`src/rtl/sim_exit_monitor_if.sv`:
```
// Observation bus from the core to the end-of-test monitor: decode-stage
// instruction, data-memory write port and the current gp (x3) value.
interface sim_exit_monitor_if #(
  parameter int XLEN   = 32,
  parameter int AWIDTH = 32
);
  logic              inst_valid;
  logic [XLEN-1:0]   inst;
  logic [AWIDTH-1:0] mem_addr;
  logic [XLEN-1:0]   mem_wdata;
  logic [2:0]        mem_we;
  logic [XLEN-1:0]   gp_value;

  // Core (or bench) side drives the observed signals.
  modport master (
    output inst_valid, inst, mem_addr, mem_wdata, mem_we, gp_value
  );

  // Monitor side only watches.
  modport slave (
    input  inst_valid, inst, mem_addr, mem_wdata, mem_we, gp_value
  );
endinterface

```
`src/rtl/sim_exit_monitor.sv`:
```
// End-of-test monitor: detects ECALL / EBREAK / tohost store / cycle timeout,
// optionally waits for the pipeline to drain before sampling gp, then latches
// a sticky pass/fail verdict, exit cause, result word and run counters.
module sim_exit_monitor #(
  parameter int          XLEN           = 32,
  parameter int          AWIDTH         = 32,
  parameter int          CNT_WIDTH      = 32,
  parameter int          TIMEOUT_CYCLES = 5000,
  parameter int          DRAIN_CYCLES   = 4,
  parameter bit          TOHOST_EN      = 1'b1,
  parameter logic [31:0] TOHOST_ADDR    = 32'h0000_1000,
  parameter bit          EBREAK_EN      = 1'b1
) (
  input  logic                 clk,
  input  logic                 rst,
  input  logic                 run,
  sim_exit_monitor_if.slave    core,
  output logic                 done,
  output logic                 pass,
  output logic                 fail,
  output logic                 timeout,
  output logic [1:0]           exit_cause,
  output logic [XLEN-1:0]      result,
  output logic [XLEN-1:0]      fail_id,
  output logic [CNT_WIDTH-1:0] cycle_count,
  output logic [CNT_WIDTH-1:0] inst_count
);

  localparam int DW = (DRAIN_CYCLES < 2) ? 1 : $clog2(DRAIN_CYCLES + 1);

  localparam logic [1:0] CAUSE_NONE   = 2'b00;
  localparam logic [1:0] CAUSE_ECALL  = 2'b01;
  localparam logic [1:0] CAUSE_EBREAK = 2'b10;
  localparam logic [1:0] CAUSE_TOHOST = 2'b11;

  typedef enum logic [1:0] {
    S_RUN   = 2'd0,
    S_DRAIN = 2'd1,
    S_DONE  = 2'd2
  } state_t;

  state_t            state_q, state_d;
  logic [DW-1:0]     drain_q, drain_d;
  logic [XLEN-1:0]   result_d;
  logic [1:0]        cause_d;
  logic              timeout_d;
  logic              finish;
  logic              pass_d;

  logic hit_ecall, hit_ebreak, hit_tohost, hit_timeout, count_en;

  assign hit_ecall   = core.inst_valid && (core.inst == XLEN'(32'h0000_0073));
  assign hit_ebreak  = EBREAK_EN && core.inst_valid && (core.inst == XLEN'(32'h0010_0073));
  assign hit_tohost  = TOHOST_EN && (core.mem_we != 3'b000) &&
                       (core.mem_addr == AWIDTH'(TOHOST_ADDR));
  assign hit_timeout = (TIMEOUT_CYCLES != 0) && run &&
                       (cycle_count == CNT_WIDTH'(TIMEOUT_CYCLES - 1));

  // Counters run in RUN and DRAIN only; DONE freezes them.
  assign count_en = run && (state_q != S_DONE);

  assign fail_id = result >> 1;

  // State register and drain counter.
  always_ff @(posedge clk) begin
    // NOTE: sequential state uses non-blocking assignments so every register
    // samples the pre-edge values; blocking here would create order races.
    if (rst) begin
      state_q <= S_RUN;
      drain_q <= '0;
    end else begin
      state_q <= state_d;
      drain_q <= drain_d;
    end
  end

  // Next-state logic with trigger priority tohost > ECALL > EBREAK > timeout.
  always_comb begin
    // NOTE: every variable gets a default first so no path leaves it
    // unassigned, which would otherwise infer a latch.
    state_d   = state_q;
    drain_d   = drain_q;
    result_d  = result;
    cause_d   = exit_cause;
    timeout_d = timeout;
    finish    = 1'b0;
    unique case (state_q)
      S_RUN: begin
        if (hit_tohost) begin
          result_d = core.mem_wdata;
          cause_d  = CAUSE_TOHOST;
          state_d  = S_DONE;
          finish   = 1'b1;
        end else if (hit_ecall || hit_ebreak) begin
          cause_d = hit_ecall ? CAUSE_ECALL : CAUSE_EBREAK;
          if (DRAIN_CYCLES == 0) begin
            result_d = core.gp_value;
            state_d  = S_DONE;
            finish   = 1'b1;
          end else begin
            drain_d = DW'(DRAIN_CYCLES);
            state_d = S_DRAIN;
          end
        end else if (hit_timeout) begin
          result_d  = '1;
          timeout_d = 1'b1;
          cause_d   = CAUSE_NONE;
          state_d   = S_DONE;
          finish    = 1'b1;
        end
      end
      S_DRAIN: begin
        // Drain ticks every cycle, independent of run; new triggers ignored.
        drain_d = drain_q - 1'b1;
        if (drain_q == DW'(1)) begin
          result_d = core.gp_value;
          state_d  = S_DONE;
          finish   = 1'b1;
        end
      end
      default: ;
    endcase
    pass_d = (result_d == XLEN'(1)) && !timeout_d;
  end

  // Latched verdict, exit record and saturating run counters.
  always_ff @(posedge clk) begin
    if (rst) begin
      done        <= 1'b0;
      pass        <= 1'b0;
      fail        <= 1'b0;
      timeout     <= 1'b0;
      exit_cause  <= CAUSE_NONE;
      result      <= '0;
      cycle_count <= '0;
      inst_count  <= '0;
    end else begin
      result     <= result_d;
      exit_cause <= cause_d;
      timeout    <= timeout_d;
      if (finish) begin
        done <= 1'b1;
        pass <= pass_d;
        fail <= !pass_d;
      end
      if (count_en && (cycle_count != '1)) begin
        cycle_count <= cycle_count + 1'b1;
      end
      if (count_en && core.inst_valid && (inst_count != '1)) begin
        inst_count <= inst_count + 1'b1;
      end
    end
  end

endmodule

```
`src/flat_wrapper.sv`:
```
// flat-port wrapper written by rule: the top's interface ports become plain ports
module sim_exit_monitor_flat 
#(
  parameter int          XLEN           = 32,
  parameter int          AWIDTH         = 32,
  parameter int          CNT_WIDTH      = 32,
  parameter int          TIMEOUT_CYCLES = 5000,
  parameter int          DRAIN_CYCLES   = 4,
  parameter bit          TOHOST_EN      = 1'b1,
  parameter logic [31:0] TOHOST_ADDR    = 32'h0000_1000,
  parameter bit          EBREAK_EN      = 1'b1
)
  (clk, rst, run, done, pass, fail, timeout, exit_cause, result, fail_id, cycle_count, inst_count, core_inst_valid, core_inst, core_mem_addr, core_mem_wdata, core_mem_we, core_gp_value);
  sim_exit_monitor_if #(.XLEN(XLEN), .AWIDTH(AWIDTH)) core_i ();
  input  logic clk;
  input  logic rst;
  input  logic run;
  output logic done;
  output logic pass;
  output logic fail;
  output logic timeout;
  output logic [1:0] exit_cause;
  output logic [XLEN-1:0] result;
  output logic [XLEN-1:0] fail_id;
  output logic [CNT_WIDTH-1:0] cycle_count;
  output logic [CNT_WIDTH-1:0] inst_count;
  input wire logic [$bits(core_i.inst_valid)-1:0] core_inst_valid;
  input wire logic [$bits(core_i.inst)-1:0] core_inst;
  input wire logic [$bits(core_i.mem_addr)-1:0] core_mem_addr;
  input wire logic [$bits(core_i.mem_wdata)-1:0] core_mem_wdata;
  input wire logic [$bits(core_i.mem_we)-1:0] core_mem_we;
  input wire logic [$bits(core_i.gp_value)-1:0] core_gp_value;
  assign core_i.inst_valid = core_inst_valid;
  assign core_i.inst = core_inst;
  assign core_i.mem_addr = core_mem_addr;
  assign core_i.mem_wdata = core_mem_wdata;
  assign core_i.mem_we = core_mem_we;
  assign core_i.gp_value = core_gp_value;
  sim_exit_monitor #(.XLEN(XLEN), .AWIDTH(AWIDTH), .CNT_WIDTH(CNT_WIDTH), .TIMEOUT_CYCLES(TIMEOUT_CYCLES), .DRAIN_CYCLES(DRAIN_CYCLES), .TOHOST_EN(TOHOST_EN), .TOHOST_ADDR(TOHOST_ADDR), .EBREAK_EN(EBREAK_EN)) u_core (.clk(clk), .rst(rst), .run(run), .core(core_i), .done(done), .pass(pass), .fail(fail), .timeout(timeout), .exit_cause(exit_cause), .result(result), .fail_id(fail_id), .cycle_count(cycle_count), .inst_count(inst_count));
endmodule
```
`config.mk`:
```
export PLATFORM = sky130hd
export DESIGN_NAME = sim_exit_monitor_flat
export DESIGN_NICKNAME = d
export VERILOG_FILES = /design/src/rtl/sim_exit_monitor_if.sv /design/src/rtl/sim_exit_monitor.sv /design/src/flat_wrapper.sv
export SDC_FILE = /design/constraint.sdc
export NUM_CORES = 1
export LEC_CHECK = 0
export BUFFER_PORTS_ARGS = -buffer_cell sky130_fd_sc_hd__buf_4
export CAP_MARGIN = 20
export CORE_ASPECT_RATIO = 1.5
export CORE_MARGIN = 3
export CORE_UTILIZATION = 45
export DETAILED_ROUTE_END_ITERATION = 10
export GPL_ROUTABILITY_DRIVEN = 1
export PLACE_DENSITY = 0.76
export REMOVE_ABC_BUFFERS = 1
export SLEW_MARGIN = 20
export SYNTH_ARGS = -nofsm -noshare
export SYNTH_HDL_FRONTEND = slang
export SYNTH_SLANG_ARGS = --single-unit
```
`constraint.sdc`:
```
create_clock -name clk -period 5.7 [get_ports clk]
set_clock_uncertainty 0.05 [all_clocks]
set_input_delay 0.285 -clock clk [delete_from_list [all_inputs] [get_ports clk]]
set_output_delay 0.285 -clock clk [all_outputs]
set_load 0.03 [all_outputs]
```
==> impl_results.md <==
- Run status: completed
- Vias: 7136
- Finish-stage setup viols: 0
- Synth Area in Adders: 0.7784%
- Non-Filler Instances: 1219
- Vias in the first global route: 6909
- FF-to-FF path depth: 11
- Synth Area in Compound Gates: 22.44%
- Synthesized netlist cell count: 816
- Reg-to-reg endpoint: u_core.fail$_SDFFE_PP0P_
- WHS: 0.1773 ns
- Area grow syn2layout: 34.07%
- Clock Pin Slew Worst Setup and Hold Paths: 0.07 ns
- CP peak stage delay: 0.62 ns
- Buf/Inv on CP: 1
- Final hold vios: 0
- Most frequent cells in the layout: buf_4 (275), dfxtp_1 (107), nor2_1 (93), a21oi_1 (67), nand2_1 (46)
- Slew HR: 32.18%
- Worst Setup End Kind: flip-flop
- Crit-path slowest cell: nor2b_2
- WHS Endpoint: u_core.result[27]$_SDFF_PP0_
- Most common cell after layout, fill and taps aside: buf_4
- Most frequent CP cell: nand4_1
- Cell Pwr Density: 175.1 nW/µm²
- Die X: 103.6 µm
- Root buf cell: clkbuf_16
- Post-synth EDFFs: 0
- Longest Clk Path Bufs: 2
- Later-pin clock latency in the skew report: 0.35 ns
- Post-synthesis xor/xnor area fraction: 7.083%
- Hold path start: core_gp_value[27]
- Crit Path Category: flip-flop to flip-flop
- DP HPWL: 16980 µm
- Die ar.: 15790 µm²
- CP required: 5.89 ns
- Mux contribution to synthesized area: 1.129%
- N_diodes: 0
- #FFs+latches synth: 107
- Num rows: 52
- Flop-to-flop setup slack: 1.90 ns
- Htree depth: 3
- Global Route Usage Sum: 27.20%
- Cell count after placement: 1203
- Gr ovfl total: 0
- WL per Instance: 18.49 µm
- Pre-Repair DR Iteration Count: 5
- Num CTS Buffers: 9
- Pleak: 3.529 nW
- Tot Pwr: 0.001509 W
- Routability Congestion: 0.9667
- Largest delay share family, worst path: simple AND/OR/NAND/NOR gates
- CTS resizes: 0
- Clock sinks: 107
- Antenna Nets Post-Route: 0
- Max Fclk: 263.5 MHz
- Layout cells sized above 1: 29.90%
- Total Wirelength: 22540 µm
- Tcrit/Tclk final: 66.59%
- Max-cap viol count: 0
- Crit-path cells: ha_1, nor2b_2, buf_4, mux2_2, a211oi_1, a21oi_1, a2111oi_0, nand4_1, nor4_1, nand4_1, and3_1
- Tmin final: 3.796 ns
- Crit-path max FO: 16
- Hold-fix buffer count after cts: 0
- Pin count of the biggest net entering global routing: 63
- Sequential-to-total area share from yosys stat: 33.31%
- Main combinational cell family by area after synthesis: simple AND/OR/NAND/NOR gates
- Hold Crit Depth: 3
- Initial drt markers: 421
- Worst R2R Start: u_core.drain_q[0]$_SDFFE_PP0P_
- Setup crit start kind: flip-flop
- Critical Path Stages: 11
- CTS tree: yes
- Io pins: 269
- Initial antenna violation count: 0
- Final net count: 1164
- Number of port buffers: 267
- Worst hold path type: input port to flip-flop
- Die Height: 152.4 µm
- Via-to-Cell Ratio: 5.854
- First-pass GRT wire length: 35480 µm
- Post-Synth Simple-Gate Area: 27.53%
- Setup total negative slack: 0 ns
- Initial Util: 46.84%
- FILL cells: 1275
- Core Region: 13730 µm²
- Remaining DRCs: 0
- Post CTS Setup Buffer Count: 0
- Syn_area_per_cell: 7.880 µm²
- CP Data Arrival Time: 3.99 ns
- Final Slew Violations: 0
- Synth Warn #: 0
- Top FF cell, synth: dfxtp_1
- Synthesized area: 6430 µm²
- Post-synthesis cell type count: 73
- Unrepaired setup endpoints after global routing: false
- Async S/R FF share, synth: 0%
- VDD IR max: 0.1174 mV
- Least-Margin Pin Slew: 1.012 ns
==> worst max path at each step <==
stage                                         from                                   to  slack [ns]
global route        u_core.state_q[0]$_SDFFE_PP0P_  u_core.cycle_count[18]$_SDFFE_PP0P_        1.66
CTS                 u_core.drain_q[0]$_SDFFE_PP0P_             u_core.fail$_SDFFE_PP0P_        1.96
finish              u_core.drain_q[0]$_SDFFE_PP0P_             u_core.fail$_SDFFE_PP0P_        1.90
floorplan           u_core.state_q[0]$_SDFFE_PP0P_             u_core.fail$_SDFFE_PP0P_        0.90
global placement    u_core.state_q[0]$_SDFFE_PP0P_  u_core.cycle_count[18]$_SDFFE_PP0P_        1.99
detailed placement  u_core.drain_q[0]$_SDFFE_PP0P_             u_core.fail$_SDFFE_PP0P_        1.98
==> cell usage after synthesis (5+ instances only) <==
cell / count / area [µm²]
dfxtp_1: 107 / 2142
nor2_1: 93 / 349.1
a21oi_1: 67 / 335.3
nand2_1: 46 / 172.7
nand3_1: 35 / 175.2
clkbuf_1: 33 / 123.9
buf_4: 32 / 240.2
o21ai_0: 32 / 160.2
xor2_1: 30 / 262.8
nor4_1: 25 / 156.4
nor3_1: 22 / 110.1
xnor2_1: 22 / 192.7
and3_1: 21 / 131.4
inv_1: 18 / 67.56
nand4_1: 16 / 100.1
a22oi_1: 14 / 105.1
o211ai_1: 13 / 97.59
o22ai_1: 13 / 81.33
or3_1: 13 / 81.33
a2bb2oi_1: 11 / 96.34
and4_1: 11 / 96.34
and2_1: 10 / 62.56
o21a_1: 9 / 67.56
a211oi_1: 8 / 60.06
buf_2: 7 / 35.03
nand2b_1: 7 / 43.79
nor4b_1: 7 / 61.31
a21o_1: 5 / 37.54
mux2i_1: 5 / 50.05
o221ai_1: 5 / 43.79
==> flip-flops by register name (all words and copies together) (netlist names) <==
name / cells
u_core.cycle_count: 32
u_core.done: 1
u_core.drain_q: 3
u_core.exit_cause: 2
u_core.fail: 1
u_core.inst_count: 32
u_core.pass: 1
u_core.result: 32
u_core.state_q: 2
u_core.timeout: 1
==> metal layers <==
layer / up-vias / share of wire, % / global-route usage, %
li1: 3403 / - / -
met2: 364 / 51 / 48.25
met1: 3306 / 37 / 30.64
met5: - / 0 / 0
met4: 0 / 3.4 / 11.98
met3: 63 / 9.1 / 6.952
==> worst reg2reg max path: stages, from the launching register on <==
cell and delay (ns):
dfxtp_1 0.38, ha_1 0.24, nor2b_2 0.62, buf_4 0.32, mux2_2 0.35, a211oi_1 0.29
a21oi_1 0.15, a2111oi_0 0.43, nand4_1 0.15, nor4_1 0.28, nand4_1 0.20, and3_1 0.24
==> metrics by stage <==
stage                     utilization [%]  worst slack, ns  instance area, µm²
after floorplan                         -           0.8968                6005
after global placement              60.63            1.994                8323
after detailed placement            60.63            1.984                8323
after CTS                           62.80            1.963                8621
after global routing                62.80            1.661                8621
final                               62.80            1.904                8621
==> power breakdown <==
| group | switching (W) | internal, W | total (W) |
|---|---|---|---|
| Combinational | 0.0000585 | 0.0000733 | 0.000132 |
| Sequential | 0.00000356 | 0.000749 | 0.000753 |
| Clock | 0.000298 | 0.000326 | 0.000625 |
| Total | 0.000360 | 0.00115 | 0.00151 |
==> logic make-up after synthesis <==
group / Yosys count
simple gates: 333
compound gates: 217
flops: 107
buf+inv: 95
xor+xnor: 52
mux: 7
fa+ha+maj: 4
other cells: 1
==> layout make-up <==
cell class / count / area (µm²) / share of cell area [%]
Timing Repair Buffer: 275 / 2064 / 23.95
Tap cell: 189 / 236.5 / 2.743
Inverter: 18 / 67.56 / 0.7837
Multi-Input combinational cell: 614 / 3812 / 44.22
Sequential cell: 107 / 2142 / 24.85
Clock inverter: 5 / 45.04 / 0.5225
Clock buffer: 11 / 252.7 / 2.932
(Power assumes the default switching activity.)
